$ cat config.mk
export PLATFORM = sky130hd
export DESIGN_NAME = sram_march_tester
export DESIGN_NICKNAME = d
export VERILOG_FILES = /design/src/rtl/sram_test_pkg.sv /design/src/rtl/sram_req_handshake.sv /design/src/rtl/sram_march_tester.sv
export SDC_FILE = /design/constraint.sdc
export NUM_CORES = 1
export LEC_CHECK = 0
export CAP_MARGIN = 40
export CORE_MARGIN = 4
export CORE_UTILIZATION = 50
export CTS_CLUSTER_DIAMETER = 150
export DETAILED_ROUTE_END_ITERATION = 8
export HOLD_SLACK_MARGIN = 0.15
export PLACE_DENSITY = 0.76
export SLEW_MARGIN = 25
export SYNTH_ARGS = -nofsm -noshare
export SYNTH_HDL_FRONTEND = slang
export SYNTH_SLANG_ARGS = --single-unit
$ cat constraint.sdc
create_clock -name clk -period 3.2 [get_ports clk]
set_input_delay 0.32 -clock clk [delete_from_list [all_inputs] [get_ports clk]]
set_output_delay 0.32 -clock clk [all_outputs]
set_load 0.005 [all_outputs]
$ cat src/rtl/sram_test_pkg.sv
// Shared types, failure codes and the march data pattern for the SRAM march tester.
package sram_test_pkg;

    typedef enum logic [2:0] {
        ST_IDLE,
        ST_WAIT_INIT,
        ST_ISSUE,
        ST_WAIT_XFER,
        ST_CHECK,
        ST_NEXT,
        ST_DONE,
        ST_FAIL
    } march_state_t;

    localparam logic [1:0] FAIL_NONE     = 2'b00;
    localparam logic [1:0] FAIL_MISMATCH = 2'b01;
    localparam logic [1:0] FAIL_TIMEOUT  = 2'b10;
    localparam logic [1:0] FAIL_RANGE    = 2'b11;

    // Wide enough for any practical word/address width; callers size-cast the result.
    localparam int PAT_W = 64;

    function automatic logic [PAT_W-1:0] march_pattern(input logic [PAT_W-1:0] addr,
                                                       input logic [PAT_W-1:0] seed,
                                                       input logic             invert);
        logic [PAT_W-1:0] p;
        p = addr ^ seed;
        return invert ? ~p : p;
    endfunction

endpackage

$ cat src/rtl/sram_req_handshake.sv
// Request/busy handshake toward the SPI SRAM encoder, with per-transaction timeout.
module sram_req_handshake #(
    parameter int TIMEOUT_CYCLES = 1024
) (
    input  logic clk,
    input  logic reset,
    input  logic launch,
    input  logic busy,
    output logic request,
    output logic complete,
    output logic timeout
);

    localparam int CNT_W = $clog2(TIMEOUT_CYCLES + 1);

    logic             saw_busy;
    logic [CNT_W-1:0] count;

    // Handshake: launch raises request on the next edge; request then holds until the
    // first cycle where busy is low after having been seen high (complete), or until
    // TIMEOUT_CYCLES request-high cycles elapse (timeout). request drops on the edge
    // after either pulse; both pulses are only ever asserted while request is high.
    assign complete = request && saw_busy && !busy;
    assign timeout  = request && !complete && (count == CNT_W'(TIMEOUT_CYCLES - 1));

    always_ff @(posedge clk) begin
        if (reset) begin
            request  <= 1'b0;
            saw_busy <= 1'b0;
            count    <= '0;
        end else if (launch) begin
            request  <= 1'b1;
            saw_busy <= 1'b0;
            count    <= '0;
        end else if (request) begin
            if (complete || timeout) request <= 1'b0;
            if (busy) saw_busy <= 1'b1;
            count <= count + CNT_W'(1);
        end
    end

endmodule

$ cat src/rtl/sram_march_tester.sv
// Four-phase march test sequencer (write P up, read P up, write ~P down, read ~P down)
// driving the SPI SRAM encoder; stops on the first failure and keeps diagnostics.
module sram_march_tester
    import sram_test_pkg::*;
#(
    parameter int                    WORD_WIDTH     = 16,
    parameter int                    ADDRESS_WIDTH  = 16,
    parameter logic [WORD_WIDTH-1:0] SEED           = WORD_WIDTH'(16'hA5C3),
    parameter int                    TIMEOUT_CYCLES = 1024
) (
    input  logic                     clk,
    input  logic                     reset,
    input  logic                     start,
    input  logic [ADDRESS_WIDTH-1:0] addr_lo,
    input  logic [ADDRESS_WIDTH-1:0] addr_hi,
    output logic                     running,
    output logic                     done,
    output logic                     pass,
    output logic [1:0]               fail_code,
    output logic [1:0]               phase,
    output logic [ADDRESS_WIDTH-1:0] err_address,
    output logic [WORD_WIDTH-1:0]    err_expected,
    output logic [WORD_WIDTH-1:0]    err_actual,
    output logic                     request,
    input  logic                     busy,
    input  logic                     initialized,
    output logic [ADDRESS_WIDTH-1:0] address,
    output logic                     write_enable,
    output logic [WORD_WIDTH-1:0]    data_out,
    input  logic [WORD_WIDTH-1:0]    data_in,
    output march_state_t             state_dbg
);

    march_state_t              state;
    logic [ADDRESS_WIDTH-1:0]  lo_q;
    logic [ADDRESS_WIDTH-1:0]  hi_q;
    logic [WORD_WIDTH-1:0]     rdata;
    logic [WORD_WIDTH-1:0]     expected;
    logic                      complete;
    logic                      timeout;

    assign state_dbg = state;

    // Phases 2 and 3 work on the inverted pattern.
    assign expected = WORD_WIDTH'(march_pattern(PAT_W'(address), PAT_W'(SEED), phase[1]));

    sram_req_handshake #(
        .TIMEOUT_CYCLES(TIMEOUT_CYCLES)
    ) u_handshake (
        .clk     (clk),
        .reset   (reset),
        .launch  (state == ST_ISSUE),
        .busy    (busy),
        .request (request),
        .complete(complete),
        .timeout (timeout)
    );

    always_ff @(posedge clk) begin
        if (reset) begin
            state        <= ST_IDLE;
            running      <= 1'b0;
            done         <= 1'b0;
            pass         <= 1'b0;
            fail_code    <= FAIL_NONE;
            phase        <= 2'd0;
            address      <= '0;
            write_enable <= 1'b0;
            data_out     <= '0;
            err_address  <= '0;
            err_expected <= '0;
            err_actual   <= '0;
            lo_q         <= '0;
            hi_q         <= '0;
            rdata        <= '0;
        end else begin
            case (state)
                ST_IDLE, ST_DONE, ST_FAIL: begin
                    if (start) begin
                        lo_q         <= addr_lo;
                        hi_q         <= addr_hi;
                        fail_code    <= FAIL_NONE;
                        err_address  <= '0;
                        err_expected <= '0;
                        err_actual   <= '0;
                        pass         <= 1'b0;
                        if (addr_lo > addr_hi) begin
                            fail_code <= FAIL_RANGE;
                            done      <= 1'b1;
                            running   <= 1'b0;
                            state     <= ST_FAIL;
                        end else begin
                            done    <= 1'b0;
                            running <= 1'b1;
                            phase   <= 2'd0;
                            address <= addr_lo;
                            state   <= ST_WAIT_INIT;
                        end
                    end
                end
                ST_WAIT_INIT: begin
                    if (initialized && !busy) state <= ST_ISSUE;
                end
                ST_ISSUE: begin
                    write_enable <= !phase[0];
                    data_out     <= expected;
                    state        <= ST_WAIT_XFER;
                end
                ST_WAIT_XFER: begin
                    if (complete) begin
                        if (phase[0]) begin
                            rdata <= data_in;
                            state <= ST_CHECK;
                        end else begin
                            state <= ST_NEXT;
                        end
                    end else if (timeout) begin
                        fail_code   <= FAIL_TIMEOUT;
                        err_address <= address;
                        done        <= 1'b1;
                        running     <= 1'b0;
                        state       <= ST_FAIL;
                    end
                end
                ST_CHECK: begin
                    if (rdata != expected) begin
                        fail_code    <= FAIL_MISMATCH;
                        err_address  <= address;
                        err_expected <= expected;
                        err_actual   <= rdata;
                        done         <= 1'b1;
                        running      <= 1'b0;
                        state        <= ST_FAIL;
                    end else begin
                        state <= ST_NEXT;
                    end
                end
                ST_NEXT: begin
                    // End-of-range test happens before stepping, so the address never wraps.
                    state <= ST_ISSUE;
                    if (!phase[1]) begin
                        if (address == hi_q) begin
                            phase   <= phase + 2'd1;
                            address <= phase[0] ? hi_q : lo_q;
                        end else begin
                            address <= address + ADDRESS_WIDTH'(1);
                        end
                    end else begin
                        if (address == lo_q) begin
                            if (phase[0]) begin
                                pass    <= 1'b1;
                                done    <= 1'b1;
                                running <= 1'b0;
                                state   <= ST_DONE;
                            end else begin
                                phase   <= 2'd3;
                                address <= hi_q;
                            end
                        end else begin
                            address <= address - ADDRESS_WIDTH'(1);
                        end
                    end
                end
                default: state <= ST_IDLE;
            endcase
        end
    end

endmodule

==> results of run 1 <==
==> final cells by class <==
class                           instances  area, um^2  area share
Clock buffer                           21         470      0.0450
Clock inverter                         10        95.1     0.00910
Inverter                               25        93.8     0.00898
Multi-Input combinational cell        739        4740       0.454
Sequential cell                       152        3040       0.291
Tap cell                              216         270      0.0259
Timing Repair Buffer                  182        1740       0.166
==> worst min-delay path by stage <==
stage | start | end | slack [ns] | depth (start not counted)
6_report | reset | u_handshake.request | 0.37 | 2
5_1_grt | reset | data_out[8] | 0.37 | 2
4_1_cts | reset | data_out[0] | 0.35 | 2
3_5_place_dp | data_out[13] | data_out[13] | 0.45 | 2
3_3_place_gp | err_expected[6] | err_expected[6] | 0.44 | 2
2_1_floorplan | err_expected[0] | err_expected[0] | 0.45 | 2
==> metrics by stage <==
stage               utilization  instance area (um^2)  hold slack (ns)
global placement          0.618                  9890            0.440
floorplan                     -                  8230            0.448
detailed placement        0.618                  9890            0.446
finish                    0.653                 10500            0.369
global route              0.653                 10500            0.371
CTS                       0.653                 10500            0.353
==> placed cells by master (no fill, tap or decap), types with 21 or more instances in the layout <==
master,instances
a21oi_1,99
a22o_1,25
buf_4,38
clkdlybuf4s50_1,143
dfxtp_1,152
inv_1,25
mux2i_1,48
nand2_1,137
nand3_1,24
nor2_1,79
o21ai_0,21
xnor2_1,34
xor2_1,62
==> routing by layer <==
layer  global-route usage  up-vias  wire length [um]
li1                     -     3716                 -
met1                0.346     3710             10300
met2                0.432      303             12000
met3               0.0574       55              1700
met4               0.0817        0               525
met5                    0        -                 0
==> where the power goes <==
group | internal (mW) | leakage [nW] | total, mW | switching (mW)
combinational | 1.53 | 2.57 | 3.46 | 1.93
sequential | 2.16 | 1.23 | 2.53 | 0.371
clock | 1.13 | 0.264 | 1.94 | 0.810
==> cell families after synthesis <==
kind of cell	share of synthesized area
flip-flops	0.370
AND/OR/NAND/NOR	0.208
multiplexers	0.0584
buffers and inverters	0.0570
AO/OA/AOI/OAI	0.174
XOR/XNOR	0.102
adder cells (fa/ha/maj)	0.0304
==> state kept, by name, indices dropped and copies added, names as in the netlist, 2 cells and up <==
name / cells
address: 16
err_actual: 16
lo_q: 16
rdata: 16
hi_q: 16
err_address: 16
u_handshake.count: 11
fail_code: 2
err_expected: 16
phase: 2
data_out: 16
state_dbg: 3
==> reports/metrics.csv, run 1 <==
stage,metric,value,unit
outcome,outcome,"complete, no violations",
cells_and_area,fin nets,1190,
place,pre-CTS setup slack,0.168,ns
logic_synthesis,ranking of synthesized cells by area,"dfxtp_1, xor2_1, nand2_1, a21oi_1, mux2i_1",
drt,1st-iter DRT viols,647,
worst_setup_path,CP max-delay cell,dfxtp_1,
timing,final number of setup-violating endpoints,0,
worst_setup_path,critical path endpoint,address[8],
power_and_ir_drop,total power,7.93,mW
logic_synthesis,Post-synth top cells,"dfxtp_1, nand2_1, a21oi_1",
timing,Worst-Margin Slew,0.665,ns
worst_setup_path,Buf/Inv on CP,1,
clocking,TritonCTS Buffers,17,
timing,period utilization,0.907,
floorplanning,row count,46,
cells_and_area,# diodes,0,
clocking,"CTS clk-pin slew, worst paths",0.06,ns
worst_setup_path,critical path type,reg -> reg,
logic_synthesis,Syn. warnings,0,
worst_setup_path,Worst Path Required,3.55,ns
timing,Final Max Slew Viols,0,
worst_setup_path,CP top delay family,simple AND/OR/NAND/NOR gates,
timing,Tmin final,2.90,ns
logic_synthesis,"Avg Cell Area, Syn",8.23,um^2
place,Inst Count DP,1314,
floorplanning,Core ar.,16000,um^2
logic_synthesis,"EDFF count, synth",0,
place,dpl hpwl,17500,um
clocking,Setup Buffers After CTS,0,
clocking,hold buffer count at CTS,0,
power_and_ir_drop,pwr/cell area,759,nW/um^2
drt,via/cell ratio,5.79,
worst_setup_path,CP startpoint kind,register,
global_routing,Tot GR Track Use,0.263,
worst_setup_path,Worst Path Arrival,3.25,ns
logic_synthesis,post-synthesis cell count,999,
logic_synthesis,leading area contributor after synthesis,dfxtp_1,
clocking,Resize count post-CTS,0,
worst_setup_path,launching point of the worst reg2reg path,address[8],
timing,setup TNS,0,ns
clocking,clock root buffer master,clkbuf_16,
timing,"Hold Violations, Final",0,
logic_synthesis,share of flip-flops with an asynchronous set or reset,0,
worst_setup_path,cell depth of the worst setup path,8,
drt,Detail Route Antenna Nets,0,
worst_setup_path,CP Cell Sequence,"xor2_1, nor4_1, nand4_2, buf_4, mux2i_1, o22ai_1, a211o_1, a21oi_1",
logic_synthesis,sequential-to-total area share from yosys stat,0.370,
place,Routability Congestion,0.894,
hold_path,worst min path class,in -> reg,
power_and_ir_drop,maximum vdd drop,475,uV
cells_and_area,layout cells sized above 1,0.0788,
logic_synthesis,top_reg_cell synth,dfxtp_1,
clocking,Max H-tree Level,4,
drt,Initial DRT Pass Iterations,6,
drt,final WL,24500,um
logic_synthesis,syn nets,1072,
logic_synthesis,count of different cell masters after synthesis,60,
power_and_ir_drop,Leak,4.07,nW
timing,RSZ-0062 raised after global routing,false,
floorplanning,Top Ports,145,
worst_setup_path,CP endpoint kind,register,
clocking,worst skew pair latency,0.42,ns
worst_setup_path,max incr delay on CP,0.73,ns
worst_setup_path,worst-path fanout max,13,
timing,Rel. slew slack,0.556,
worst_setup_path,r2r setup slk,0.30,ns
timing,Worst Slack Setup Final,0.298,ns
place,Buffers on Ports,144,
global_routing,number of global-route vias before repair,7311,
global_routing,antenna violations before repair,0,
drt,DR WL/cell,18.2,um
flow_run,number of max-cap violations,0,
global_routing,pin count of the biggest net entering global routing,52,
worst_setup_path,RR Endpoint,address[8],
logic_synthesis,Mapped Area,8230,um^2
drt,Remaining DRCs,0,
cells_and_area,fin cells,1345,
floorplanning,Chip Height,136,um
logic_synthesis,share of the synthesized area in the top cell type,0.370,
cells_and_area,Synth-to-Final Area Change,27.1,%
floorplanning,Starting Density,0.514,
floorplanning,Die X,136,um
cells_and_area,Filler cells,1395,
worst_setup_path,Worst R2R Path Depth,8,
clocking,TritonCTS clock tree,yes,
global_routing,first-pass GRT wire length,38700,um
drt,via count,7784,
global_routing,total gr overflow,0,
timing,highest clock rate,345,MHz
timing,final clock skew,0.00876,ns
clocking,clk sink count,152,
logic_synthesis,Synth Register Bits,152,
floorplanning,die area,18600,um^2
logic_synthesis,most common cell in the netlist,dfxtp_1,
clocking,Clock Path Buffers,2,
worst_setup_path,Critical Path Start,address[8],
Power figures use the tool's default switching activity.
==> run 2, diff against run 1 <==
--- a/config.mk
+++ b/config.mk
@@ -11,6 +11,7 @@
 export CTS_CLUSTER_DIAMETER = 150
 export DETAILED_ROUTE_END_ITERATION = 8
 export HOLD_SLACK_MARGIN = 0.15
+export MAX_ROUTING_LAYER = met4
 export PLACE_DENSITY = 0.76
 export SLEW_MARGIN = 25
 export SYNTH_ARGS = -nofsm -noshare
==> run 2 against run 1 <==
  * Sequential power is essentially flat
  * Clock power is essentially flat
  * Total power shrank 0.17%
  * Wire length shrank 0.62%
  * Global-route usage grew 0.78 points
  * Combinational power is essentially flat
  * Core utilization is the same
  * Final cell count is the same
  * Register-to-register slack gained 0.02 ns
  * Count of clock-buffer cells in the layout is the same
  * Die area is the same
  * Non-clock buffer count is the same
  * Critical endpoint unchanged
==> reports/metrics.csv, run 2 (same netlist as run 1, synthesis figures left out) <==
stage,metric,value,unit
drt,DR WL/cell,18.1,um
hold_path,hold depth,2,
cells_and_area,fin nets,1190,
timing,Worst-Margin Slew,0.681,ns
clocking,Setup Buffers After CTS,0,
hold_path,critical hold path startpoint,reset,
clocking,worst skew pair latency,0.42,ns
drt,Remaining DRCs,0,
place,Routability Congestion,0.909,
timing,final clock skew,0.00980,ns
flow_run,number of max-cap violations,0,
floorplanning,row count,46,
worst_setup_path,worst-path fanout max,13,
cells_and_area,Filler cells,1395,
timing,highest clock rate,347,MHz
hold_path,worst min path class,in -> reg,
clocking,Max H-tree Level,4,
cells_and_area,most frequent cells in the layout,"dfxtp_1, clkdlybuf4s50_1, nand2_1, a21oi_1, nor2_1",
place,dpl hpwl,17500,um
worst_setup_path,CP startpoint kind,register,
timing,Tmin final,2.88,ns
worst_setup_path,CP Cell Sequence,"xor2_1, nor4_1, nand4_2, buf_4, mux2i_1, o22ai_1, a211o_1, a21oi_1",
clocking,Clock Path Buffers,2,
power_and_ir_drop,Leak,4.07,nW
power_and_ir_drop,pwr/cell area,758,nW/um^2
drt,Detail Route Antenna Nets,0,
clocking,TritonCTS clock tree,yes,
timing,setup TNS,0,ns
timing,"Hold Violations, Final",0,
global_routing,pin count of the biggest net entering global routing,52,
cells_and_area,layout cells sized above 1,0.0788,
timing,RSZ-0062 raised after global routing,false,
floorplanning,die area,18600,um^2
timing,final number of setup-violating endpoints,0,
worst_setup_path,Worst Path Arrival,3.23,ns
timing,period utilization,0.901,
worst_setup_path,CP endpoint kind,register,
power_and_ir_drop,maximum vdd drop,473,uV
clocking,TritonCTS Buffers,17,
clocking,Resize count post-CTS,0,
clocking,"CTS clk-pin slew, worst paths",0.06,ns
clocking,clock root buffer master,clkbuf_16,
drt,final WL,24400,um
hold_path,Hold Path End,u_handshake.request,
floorplanning,Core ar.,16000,um^2
timing,Final Max Slew Viols,0,
cells_and_area,Synth-to-Final Area Change,27.1,%
floorplanning,Top Ports,145,
worst_setup_path,Worst Path Required,3.55,ns
worst_setup_path,critical path type,reg -> reg,
drt,via/cell ratio,5.75,
clocking,hold buffer count at CTS,0,
worst_setup_path,CP max-delay cell,dfxtp_1,
cells_and_area,"most common cell after layout, fill and taps aside",dfxtp_1,
cells_and_area,# diodes,0,
floorplanning,Chip Height,136,um
worst_setup_path,Buf/Inv on CP,1,
drt,1st-iter DRT viols,718,
global_routing,Tot GR Track Use,0.271,
place,pre-CTS setup slack,0.168,ns
worst_setup_path,CP top delay family,simple AND/OR/NAND/NOR gates,
timing,Rel. slew slack,0.545,
timing,Worst Slack Setup Final,0.316,ns
worst_setup_path,launching point of the worst reg2reg path,address[8],
global_routing,first-pass GRT wire length,38700,um
worst_setup_path,r2r setup slk,0.32,ns
outcome,outcome,"complete, no violations",
drt,via count,7731,
floorplanning,Starting Density,0.514,
floorplanning,Die X,136,um
global_routing,number of global-route vias before repair,7302,
drt,Initial DRT Pass Iterations,5,
worst_setup_path,RR Endpoint,address[8],
place,Buffers on Ports,144,
worst_setup_path,Worst R2R Path Depth,8,
worst_setup_path,max incr delay on CP,0.73,ns
global_routing,total gr overflow,0,
global_routing,antenna violations before repair,0,
clocking,clk sink count,152,
[run 2: cell counts in the layout (fill, tap and decap cells not counted)]
No cell type changed its count.
[run 2: metal layers]
| layer | routed length [um] | GRT usage | up-vias |
|---|---|---|---|
| met4 | 514 | 0.0817 | 0 |
| met5 | 0 | - | - |
| met1 | 10300 | 0.350 | 3680 |
| met2 | 12000 | 0.431 | 282 |
| met3 | 1520 | 0.0537 | 52 |
| li1 | - | - | 3717 |
[run 2: cell type report]
| type | instances | area [um^2] | area share |
|---|---|---|---|
| Clock inverter | 10 | 95.1 | 0.00910 |
| Tap cell | 216 | 270 | 0.0259 |
| Timing Repair Buffer | 182 | 1740 | 0.166 |
| Inverter | 25 | 93.8 | 0.00898 |
| Multi-Input combinational cell | 739 | 4740 | 0.454 |
| Sequential cell | 152 | 3040 | 0.291 |
| Clock buffer | 21 | 470 | 0.0450 |
[run 2: worst max-delay path by stage]
stage	startpoint	end	depth (start not counted)
floorplan	address[0]	address[12]	10
global placement	addr_hi[15]	address[12]	11
detailed placement	addr_hi[15]	address[8]	11
CTS	address[8]	address[8]	8
global route	address[8]	address[8]	8
finish	address[8]	address[8]	8
[run 2: power by group]
part	total, mW	switching, mW	internal (mW)
Sequential	2.53	0.371	2.16
Clock	1.93	0.804	1.13
Combinational	3.45	1.92	1.53
[run 2: stage by stage]
stage                     power, mW  instance area [um^2]  cells   util  hold slack [ns]
after floorplan                4.81                  8230    999      -            0.448
after global placement         5.90                  9890   1314  0.618            0.440
after detailed placement       5.96                  9890   1314  0.618            0.446
after CTS                      7.90                 10500   1345  0.653            0.353
after global routing           8.37                 10500   1345  0.653            0.367
final                          7.92                 10500   1345  0.653            0.371
